[config.mk]
export PLATFORM = sky130hd
export DESIGN_NAME = dmem_arbiter
export DESIGN_NICKNAME = d
export VERILOG_FILES = /design/src/rtl/dmem_arb_pkg.sv /design/src/rtl/dmem_arbiter.sv
export SDC_FILE = /design/constraint.sdc
export NUM_CORES = 1
export LEC_CHECK = 0
export BUFFER_PORTS_ARGS = -buffer_cell sky130_fd_sc_hd__buf_2
export CAP_MARGIN = 10
export CORE_AREA = 2 2 98 100
export DETAILED_ROUTE_END_ITERATION = 6
export DIE_AREA = 0 0 100 102
export PLACE_DENSITY_LB_ADDON = 0.05
export SYNTH_ARGS = -nofsm -noshare
export SYNTH_HDL_FRONTEND = slang
export SYNTH_SLANG_ARGS = --single-unit
[constraint.sdc]
create_clock -name clk_cpu -period 2.9 [get_ports clk_cpu]
set_clock_uncertainty 0.15 [all_clocks]
set_input_delay 0.435 -clock clk_cpu [delete_from_list [all_inputs] [get_ports clk_cpu]]
set_output_delay 0.435 -clock clk_cpu [all_outputs]
set_load 0.05 [all_outputs]
[src/rtl/dmem_arb_pkg.sv]
// -----------------------------------------------------------------------------
// dmem_arb_pkg
// Shared constants for the data-memory arbiter: FSM state encoding and the
// default values of the arbiter parameters.
// -----------------------------------------------------------------------------
package dmem_arb_pkg;

   // Default parameter values
   localparam int ADDR_W_DEF       = 14;  // data-memory word address width
   localparam int MAX_BURST_DEF    = 8;   // max DMA beats per ownership
   localparam int STARVE_LIMIT_DEF = 4;   // DMA wait cycles before DMA wins

   // FSM state encoding
   localparam logic [0:0] ST_IDLE      = 1'b0;
   localparam logic [0:0] ST_DMA_BURST = 1'b1;

endpackage : dmem_arb_pkg

[src/rtl/dmem_arbiter.sv]
// -----------------------------------------------------------------------------
// dmem_arbiter
// Arbitrates a single-port, asynchronous-read data memory between the CPU
// MEM stage and a DMA engine. The CPU normally wins; a DMA that has waited
// STARVE_LIMIT cycles takes the memory and may then burst for up to MAX_BURST
// beats while the CPU is stalled.
//
// Ports
//   clk_cpu, rst_cpu          clock, asynchronous active-high reset
//   cpu_req/we/addr/wdata     CPU access request
//   cpu_rdata                 CPU load data (combinational from mem_spo)
//   cpu_stall                 CPU request not serviced this cycle
//   dma_req/we/last/addr/wdata DMA beat request
//   dma_gnt                   DMA beat accepted this cycle
//   dma_rvalid/dma_rdata      registered DMA read return
//   mem_a/mem_d/mem_we        memory address, write data, write enable
//   mem_spo                   memory asynchronous read data
//   dbg_state/beat/starve     internal FSM state and counters, for observation
//
// DMA handshake: a beat transfers in any cycle where dma_req and dma_gnt are
// both high; while dma_req is high and dma_gnt is low the DMA must hold its
// request fields stable. The CPU side is granted in a cycle where cpu_req is
// high and cpu_stall is low.
// -----------------------------------------------------------------------------
module dmem_arbiter
   import dmem_arb_pkg::*;
#(
   parameter int ADDR_W       = ADDR_W_DEF,
   parameter int MAX_BURST    = MAX_BURST_DEF,
   parameter int STARVE_LIMIT = STARVE_LIMIT_DEF,
   localparam int BEAT_W      = $clog2(MAX_BURST + 1),
   localparam int STARVE_W    = $clog2(STARVE_LIMIT + 1)
) (
   input  logic                clk_cpu,
   input  logic                rst_cpu,
   input  logic                cpu_req,
   input  logic                cpu_we,
   input  logic [ADDR_W-1:0]   cpu_addr,
   input  logic [31:0]         cpu_wdata,
   output logic [31:0]         cpu_rdata,
   output logic                cpu_stall,
   input  logic                dma_req,
   input  logic                dma_we,
   input  logic                dma_last,
   input  logic [ADDR_W-1:0]   dma_addr,
   input  logic [31:0]         dma_wdata,
   output logic                dma_gnt,
   output logic                dma_rvalid,
   output logic [31:0]         dma_rdata,
   output logic [ADDR_W-1:0]   mem_a,
   output logic [31:0]         mem_d,
   output logic                mem_we,
   input  logic [31:0]         mem_spo,
   output logic [0:0]          dbg_state,
   output logic [BEAT_W-1:0]   dbg_beat,
   output logic [STARVE_W-1:0] dbg_starve
);

   logic [0:0]          r_state;
   logic [BEAT_W-1:0]   r_beat;
   logic [STARVE_W-1:0] r_starve;
   logic                r_rvalid;
   logic [31:0]         r_rdata;

   logic [0:0]          w_state_nxt;
   logic [BEAT_W-1:0]   w_beat_nxt;
   logic [BEAT_W-1:0]   w_beat_inc;
   logic [STARVE_W-1:0] w_starve_nxt;
   logic                w_starved;
   logic                w_cpu_gnt;
   logic                w_dma_gnt;

   assign w_starved  = (r_starve == STARVE_W'(STARVE_LIMIT));
   assign w_beat_inc = r_beat + BEAT_W'(1);

   // Grant decision. Grants are suppressed while reset is held so the memory
   // is never written during reset. In IDLE a starved DMA only beats the CPU
   // while it is still requesting; if it withdrew, the CPU is served anyway.
   always_comb begin
      w_cpu_gnt = 1'b0;
      w_dma_gnt = 1'b0;
      if (!rst_cpu) begin
         if (r_state == ST_IDLE) begin
            if (dma_req && (!cpu_req || w_starved)) begin
               w_dma_gnt = 1'b1;
            end else if (cpu_req) begin
               w_cpu_gnt = 1'b1;
            end
         end else begin
            w_dma_gnt = dma_req;
         end
      end
   end

   // Next-state and beat counter. Leaving a burst always resets the beat
   // count, so IDLE always holds beat == 0.
   always_comb begin
      w_state_nxt = r_state;
      w_beat_nxt  = r_beat;
      case (r_state)
         ST_IDLE: begin
            if (w_dma_gnt && !dma_last && (MAX_BURST > 1)) begin
               w_state_nxt = ST_DMA_BURST;
               w_beat_nxt  = BEAT_W'(1);
            end else begin
               w_beat_nxt  = '0;
            end
         end
         default: begin
            if (!dma_req || dma_last || (w_beat_inc == BEAT_W'(MAX_BURST))) begin
               // abort (no access), final beat, or burst cap reached
               w_state_nxt = ST_IDLE;
               w_beat_nxt  = '0;
            end else begin
               w_beat_nxt  = w_beat_inc;
            end
         end
      endcase
   end

   // Starve counter saturates at STARVE_LIMIT; any DMA grant clears it.
   always_comb begin
      w_starve_nxt = r_starve;
      if (w_dma_gnt) begin
         w_starve_nxt = '0;
      end else if (dma_req && !w_starved) begin
         w_starve_nxt = r_starve + STARVE_W'(1);
      end
   end

   always_ff @(posedge clk_cpu or posedge rst_cpu) begin
      if (rst_cpu) begin
         r_state  <= ST_IDLE;
         r_beat   <= '0;
         r_starve <= '0;
         r_rvalid <= 1'b0;
         r_rdata  <= '0;
      end else begin
         r_state  <= w_state_nxt;
         r_beat   <= w_beat_nxt;
         r_starve <= w_starve_nxt;
         r_rvalid <= w_dma_gnt && !dma_we;
         // read data only updates on a granted read; held otherwise
         if (w_dma_gnt && !dma_we) begin
            r_rdata <= mem_spo;
         end
      end
   end

   // Memory mux: the granted requester owns the port; no grant drives zeros.
   assign mem_we = (w_cpu_gnt && cpu_we) || (w_dma_gnt && dma_we);
   assign mem_a  = w_cpu_gnt ? cpu_addr  : (w_dma_gnt ? dma_addr  : '0);
   assign mem_d  = w_cpu_gnt ? cpu_wdata : (w_dma_gnt ? dma_wdata : '0);

   assign cpu_rdata  = w_cpu_gnt ? mem_spo : 32'h0;
   assign cpu_stall  = cpu_req && !w_cpu_gnt;
   assign dma_gnt    = w_dma_gnt;
   assign dma_rvalid = r_rvalid;
   assign dma_rdata  = r_rdata;

   assign dbg_state  = r_state;
   assign dbg_beat   = r_beat;
   assign dbg_starve = r_starve;

endmodule : dmem_arbiter

==> results by group, run 1 <==
Outcome
  – Outcome: finished clean

Route
  – # DRC: 0
  – Initial DRT Pass Iterations: 4
  – Via count: 2624
  – Routed WL: 9.25 mm
  – Avg WL per Cell: 16.3 µm
  – Initial DRC Count: 87
  – Via density per instance: 4.61
  – Remaining antenna violation count: 0

Floorplan
  – Core Box Area: 9110 µm²
  – Die area: 10200 µm²
  – DIE HEIGHT: 102 µm
  – Initial Utilization: 0.279
  – IO Pins: 253
  – Row count: 35
  – Die width: 100 µm

Setup path
  – Worst Path Class, Setup: flip-flop to output pin
  – CP arrival: 2.14 ns
  – Worst stage delay on the critical path: 0.42 ns
  – Crit-path cells: inv_1 > ha_1 > nand2_1 > a21oi_4 > buf_4 > a22o_1 > buf_2
  – Reg2reg end: dma_rdata[1]$_DFFE_PP0P_
  – Crit path buffers/inverters: 3
  – Worst R2R Start: dbg_starve[0]$_DFFE_PP0P_
  – Critical path's slowest cell: dfrtp_1
  – CP required: 2.32 ns
  – Crit end category: output pin
  – CP delay by family, top: buffers and inverters
  – Reg2reg path depth: 6
  – R2R setup slack: 0.75 ns
  – CP Max Fanout: 36
  – Worst setup SP type: flip-flop

CTS
  – Clk_lat worst skew: 0.28 ns
  – Clock-pin slew on the worst setup and hold paths: 0.08 ns
  – Cts hold-fix bufs: 0
  – CTS tree: done
  – CTS root buf: clkbuf_8
  – CTS H-tree depth: 2
  – Total CTS buffers: 5
  – Clock Path Buffers: 2
  – CTS sink count: 41
  – Gates resized, CTS repair: 0
  – Post-CTS setup buffers: 0

Min path
  – HP Class: input port to asynchronous set/reset pin

GRT
  – Vias in the first global route: 2436
  – GRT Total Usage: 0.166
  – First-pass GRT wire length: 13.1 mm
  – Antenna violations before repair: 0
  – Total gr overflow: 0
  – Largest net degree at the start of global routing: 81

STA
  – Fin crit share: 0.941
  – Post-layout min period: 2.73 ns
  – Max Slew Vio Count: 0
  – RSZ-0062 raised after global routing: no
  – Fmax: 0.366 GHz
  – TNS Setup: 0 ns
  – Worst relative slew slack: 0.650
  – Final setup violation count: 0
  – Slew at the pin closest to its max-slew limit: 0.524 ns
  – Hold Slack: 0.163 ns
  – Final Hold Violating Endpoints: 0

Synth
  – Yosys Warn Count: 0
  – Post-Syn Area: 2540 µm²
  – Mapped Nets: 347
  – Synth area leader: dfrtp_1
  – Synth top area share: 0.404
  – Seq/Total Area, Yosys: 0.404
  – Cells after synthesis: 212
  – Netlist cell types: 34
  – Syn Area/Cell: 12.0 µm²
  – Synth Register Bits: 41
  – Synth top area cells: dfrtp_1 (40%), mux2_4 (17%), a22o_1 (16%), and2_1 (7.9%), buf_12 (2.4%)

Final layout
  – Layout fillers: 909
  – Post-layout utilization of the core: 0.436
  – Final #Nets: 593
  – Diode count: 0
  – Fraction of layout cells with a size suffix above 1: 0.664
  – Area Growth Syn to Fin: 56.5%

Placed design
  – I/O Buffers: 252
  – DP Wirelength: 7.29 mm
  – RePlAce Congestion: 0.867

Power
  – PwrDens: 782 nW/µm²
  – Pleak: 0.00235 µW
  – Peak supply drop: 0.000448 V
  – Final Total Pwr: 3110 µW

Flow run
  – Maxcap violations: 0
==> worst max path at each step <==
stage / startpoint / end / slack [ns] / depth (start not counted)
2_1_floorplan: dbg_starve[0]$_DFFE_PP0P_ / mem_d[27] / 0.18 / 6
5_1_grt: dbg_starve[0]$_DFFE_PP0P_ / mem_a[11] / 0.03 / 7
4_1_cts: dbg_starve[0]$_DFFE_PP0P_ / mem_d[0] / 0.16 / 7
6_report: dbg_starve[0]$_DFFE_PP0P_ / mem_a[12] / 0.17 / 7
3_5_place_dp: dbg_starve[0]$_DFFE_PP0P_ / mem_d[0] / 0.49 / 7
3_3_place_gp: dbg_starve[0]$_DFFE_PP0P_ / mem_d[0] / 0.54 / 7
==> cell type report <==
cell class                 instances  area [µm²]  area share
sequential                        41        1030       0.258
clock buffer                       7        86.3      0.0217
tap                              111         139      0.0349
inverter                           4        18.8     0.00472
multi-input combinational        149        1380       0.347
timing repair buffer             257        1320       0.333
==> flip-flops by register name, indices dropped and copies added, names as in the netlist <==
register / count
dbg_beat: 4
dbg_starve: 3
dbg_state: 1
dma_rdata: 32
dma_rvalid: 1
==> cell usage after synthesis <==
| cell type | number |
|---|---|
| and2_1 | 32 |
| a21boi_0 | 1 |
| mux2_4 | 29 |
| nor3b_1 | 1 |
| nand3_1 | 2 |
| ha_1 | 4 |
| buf_2 | 5 |
| nor3_1 | 1 |
| nor2b_2 | 1 |
| nand2_1 | 1 |
| and3_1 | 1 |
| and4b_2 | 1 |
| nand2b_2 | 1 |
| buf_6 | 1 |
| inv_1 | 4 |
| o21bai_1 | 1 |
| a2111oi_0 | 1 |
| nor2b_1 | 1 |
| a21oi_1 | 4 |
| nor2_1 | 4 |
| o2bb2ai_1 | 2 |
| nand2b_1 | 2 |
| buf_12 | 3 |
| a22o_1 | 47 |
| a21oi_2 | 1 |
| nand3b_1 | 2 |
| mux2i_1 | 1 |
| clkbuf_1 | 9 |
| mux2_2 | 3 |
| a211o_1 | 1 |
| dfrtp_1 | 41 |
| a21bo_2 | 1 |
| xnor2_1 | 2 |
| a32o_1 | 1 |
==> power breakdown <==
group | internal [µW] | switching (µW) | total (µW)
Sequential | 748 | 110 | 858
Clock | 189 | 183 | 372
Combinational | 553 | 1320 | 1880
==> cell families after synthesis <==
kind of cell / share of synthesized area
flops: 0.404
simple gates: 0.122
compound gates: 0.201
fa+ha+maj: 0.0197
mux: 0.189
xor+xnor: 0.00690
buf+inv: 0.0572
==> per-layer routing <==
metal | wire (µm) | track usage | part of all wire | vias to the layer above
met2 | 4510 | 0.279 | 0.49 | 134
met3 | 849 | 0.0479 | 0.092 | 15
met1 | 3690 | 0.205 | 0.40 | 1212
li1 | - | - | - | 1263
met5 | 0 | 0 | 0 | -
met4 | 212 | 0.0558 | 0.023 | 0
==> layout by cell type (no fill, tap or decap), types with 4 or more instances in the layout <==
cell type  instances
a21oi_1            4
a22o_1            47
and2_1            32
buf_2            252
clkbuf_8           6
dfrtp_1           41
ha_1               4
mux2_4            29
nor2_1             4
==> worst register-to-register path, delay by kind of cell, from the launching register on <==
family / cells / cell delay [ns]
mux: 1 / 0.32
compound gates: 1 / 0.50
fa+ha+maj: 1 / 0.20
buf+inv: 2 / 0.32
simple gates: 1 / 0.12
flops: 1 / 0.42
==> per-stage QoR <==
| step | std cells | worst slack [ns] | area [µm²] |
|---|---|---|---|
| 2_1_floorplan | 212 | 0.178 | 2550 |
| 3_3_place_gp | 562 | 0.544 | 3890 |
| 3_5_place_dp | 562 | 0.492 | 3890 |
| 4_1_cts | 569 | 0.156 | 3970 |
| 5_1_grt | 569 | 0.0279 | 3970 |
| 6_report | 569 | 0.171 | 3970 |
No activity file was read; power rests on OpenSTA's default activity.
==> run 2: changes to the inputs <==
- BUFFER_PORTS_ARGS: -buffer_cell sky130_fd_sc_hd__buf_2 -> -buffer_cell sky130_fd_sc_hd__clkbuf_2
- CORE_AREA: 2 2 98 100 -> 2 2 99 101
- DIE_AREA: 0 0 100 102 -> 0 0 101 103
- clock period: 2.9 -> 2.5 ns (I/O delays scaled with it)
==> results by group, run 2 (synthesized netlist as in run 1, its figures left out) <==
Placed design
  – Post-placement cell area: 4020 µm² (+3.4%)
  – DP Wirelength: 7.71 mm (+5.7%)
  – RePlAce Congestion: 0.750 (-13%)
  – I/O Buffers: 252 (unchanged)
  – Place WS: 0.238 ns (-0.254 ns)

Floorplan
  – IO Pins: 253 (unchanged)
  – Die area: 10400 µm² (+2.0%)
  – Die width: 101 µm (+1.0%)
  – Row count: 36 (+2.9%)
  – Initial Utilization: 0.268 (-0.0103)
  – DIE HEIGHT: 103 µm (+0.98%)
  – Core Box Area: 9460 µm² (+3.8%)

Route
  – Remaining antenna violation count: 0 (unchanged)
  – Via count: 2658 (+1.3%)
  – # DRC: 0 (unchanged)
  – Avg WL per Cell: 16.9 µm (+3.9%)
  – Initial DRT Pass Iterations: 4 (unchanged)
  – Via density per instance: 4.63 (+0.41%)
  – Initial DRC Count: 83 (-4.6%)
  – Routed WL: 9.70 mm (+4.9%)

GRT
  – First-pass GRT wire length: 12.8 mm (-2.2%)
  – Met2 Use GR: 0.283 (+0.00397)
  – Antenna violations before repair: 0 (unchanged)
  – Met3 Use GR: 0.0420 (-0.00585)
  – GRT Max-Usage Layer: met2
  – Vias in the first global route: 2435 (-0.041%)
  – GRT Total Usage: 0.161 (-0.00480)
  – Largest net degree at the start of global routing: 54 (-33%)
  – Total gr overflow: 0 (unchanged)
  – Grt met1 use: 0.199 (-0.00661)

Final layout
  – Max reg flops: 32 (unchanged)
  – Fraction of layout cells with a size suffix above 1: 0.835 (+0.171)
  – Post-layout utilization of the core: 0.463 (+0.0263)
  – Commonest cells after routing, fill and taps aside: clkbuf_2 (172), clkbuf_4 (49), a22o_2 (46), dfrtp_1 (41), and2_2 (30)
  – Diode count: 0 (unchanged)
  – Layout fillers: 911 (+0.22%)
  – Final Cell Area: 4380 µm² (+10%)
  – Most common cell after layout, fill and taps aside: clkbuf_2
  – Final #Nets: 594 (+0.17%)
  – Area Growth Syn to Fin: 72.4%

Setup path
  – Worst Path Class, Setup: flip-flop to output pin
  – CP arrival: 1.89 ns (-0.25 ns)
  – Worst setup SP type: flip-flop
  – Crit end category: output pin
  – CP Max Fanout: 39 (+8.3%)
  – CP required: 1.98 ns (-0.34 ns)

CTS
  – CTS root buf: clkbuf_8
  – Clock-pin slew on the worst setup and hold paths: 0.08 ns (about the same)
  – Total CTS buffers: 5 (unchanged)
  – Clk_lat worst skew: 0.28 ns (about the same)
  – Clock Path Buffers: 2 (unchanged)
  – CTS sink count: 41 (unchanged)
  – CTS H-tree depth: 2 (unchanged)
  – CTS tree: done

STA
  – Final setup violation count: 0 (unchanged)
  – Worst relative slew slack: 0.611 (-0.0391)
  – RSZ-0062 raised after global routing: yes
  – Final Hold Violating Endpoints: 0 (unchanged)
  – Fin crit share: 0.966
  – Fmax: 0.414 GHz
  – Final setup margin: 0.0854 ns (-0.0853 ns)
  – Hold Slack: 0.117 ns (-0.0459 ns)
  – Max Slew Vio Count: 0 (unchanged)
  – Post-layout min period: 2.41 ns
  – Slew at the pin closest to its max-slew limit: 0.583 ns (+0.0587 ns)

Power
  – Sw Share: 0.498 (-0.0225)
  – Peak supply drop: 0.000386 V (-14%)
  – Final Total Pwr: 3850 µW (+24%)
  – PwrDens: 879 nW/µm² (+12%)
  – Pleak: 0.00246 µW (+4.3%)
  – Sequential power share: 0.261 (-0.015)
  – NetSw: 1910 µW (+18%)
  – Clk pwr share: 0.141 (+0.021)
  – Internal Power: 1930 µW (+30%)
  – Gate power share: 0.597 (-0.007)

Outcome
  – Outcome: finished clean

Min path
  – HP Class: input port to asynchronous set/reset pin

Flow run
  – Maxcap violations: 0 (unchanged)
## run 2: metal layers
metal  part of all wire  vias up
li1                   -     1272
met1               0.40     1247
met2               0.51      135
met3              0.092        4
met4             0.0055        0
met5                  0        -
## run 2: layout make-up
| class | instances | area, µm² | area share |
|---|---|---|---|
| multi-input combinational | 149 | 1500 | 0.342 |
| timing repair buffer | 258 | 1580 | 0.360 |
| sequential | 41 | 1030 | 0.234 |
| inverter | 4 | 18.8 | 0.00429 |
| tap | 114 | 143 | 0.0326 |
| clock inverter | 1 | 30.0 | 0.00686 |
| clock buffer | 7 | 86.3 | 0.0197 |
## run 2: stage by stage
step / TNS, ns / instances
after floorplan: -0.130 / 212
after global placement: 0 / 565
after detailed placement: 0 / 565
after CTS: -0.00135 / 573
after global routing: -0.326 / 574
final: 0 / 574
## run 2: repair_timing
action | 4_1_cts | 5_1_grt
cloned | 0 | 1
pin swaps | 0 | 0
buffers inserted | 0 | 0
endpoints found under the setup margin | 52 | 79
gates resized for setup | 54 | 77
hold buffers | 0 | 0
## run 2: path summary, 6_finish.rpt
path	from	cells past startpoint	slack, ns	end
max	dbg_starve[1]$_DFFE_PP0P_	7	0.09	mem_a[0]
max in group asynchronous	rst_cpu	3	1.73	dma_rdata[1]$_DFFE_PP0P_
min reg2reg	dma_rdata[2]$_DFFE_PP0P_	1	0.36	dma_rdata[2]$_DFFE_PP0P_
max reg2reg	dbg_starve[0]$_DFFE_PP0P_	6	0.41	dma_rdata[4]$_DFFE_PP0P_
min in group clk_cpu	mem_spo[15]	2	0.18	dma_rdata[15]$_DFFE_PP0P_
min	rst_cpu	3	0.12	dbg_starve[0]$_DFFE_PP0P_
## run 2: power groups by stage
stage          clock [µW]  combinational, µW  sequential (µW)
2_1_floorplan           0                956             1720
3_3_place_gp            0               2230             1010
3_5_place_dp            0               2240             1010
4_1_cts               567               2290             1010
5_1_grt               597               2390             1030
6_report              544               2300             1010
## run 2: critical path, cell delays in order (launching register included)
cell      delay, ns
dfrtp_1        0.42
inv_1          0.07
ha_2           0.19
nand3_1        0.08
and3_4         0.21
buf_12         0.18
a22o_2         0.22
clkbuf_4       0.21
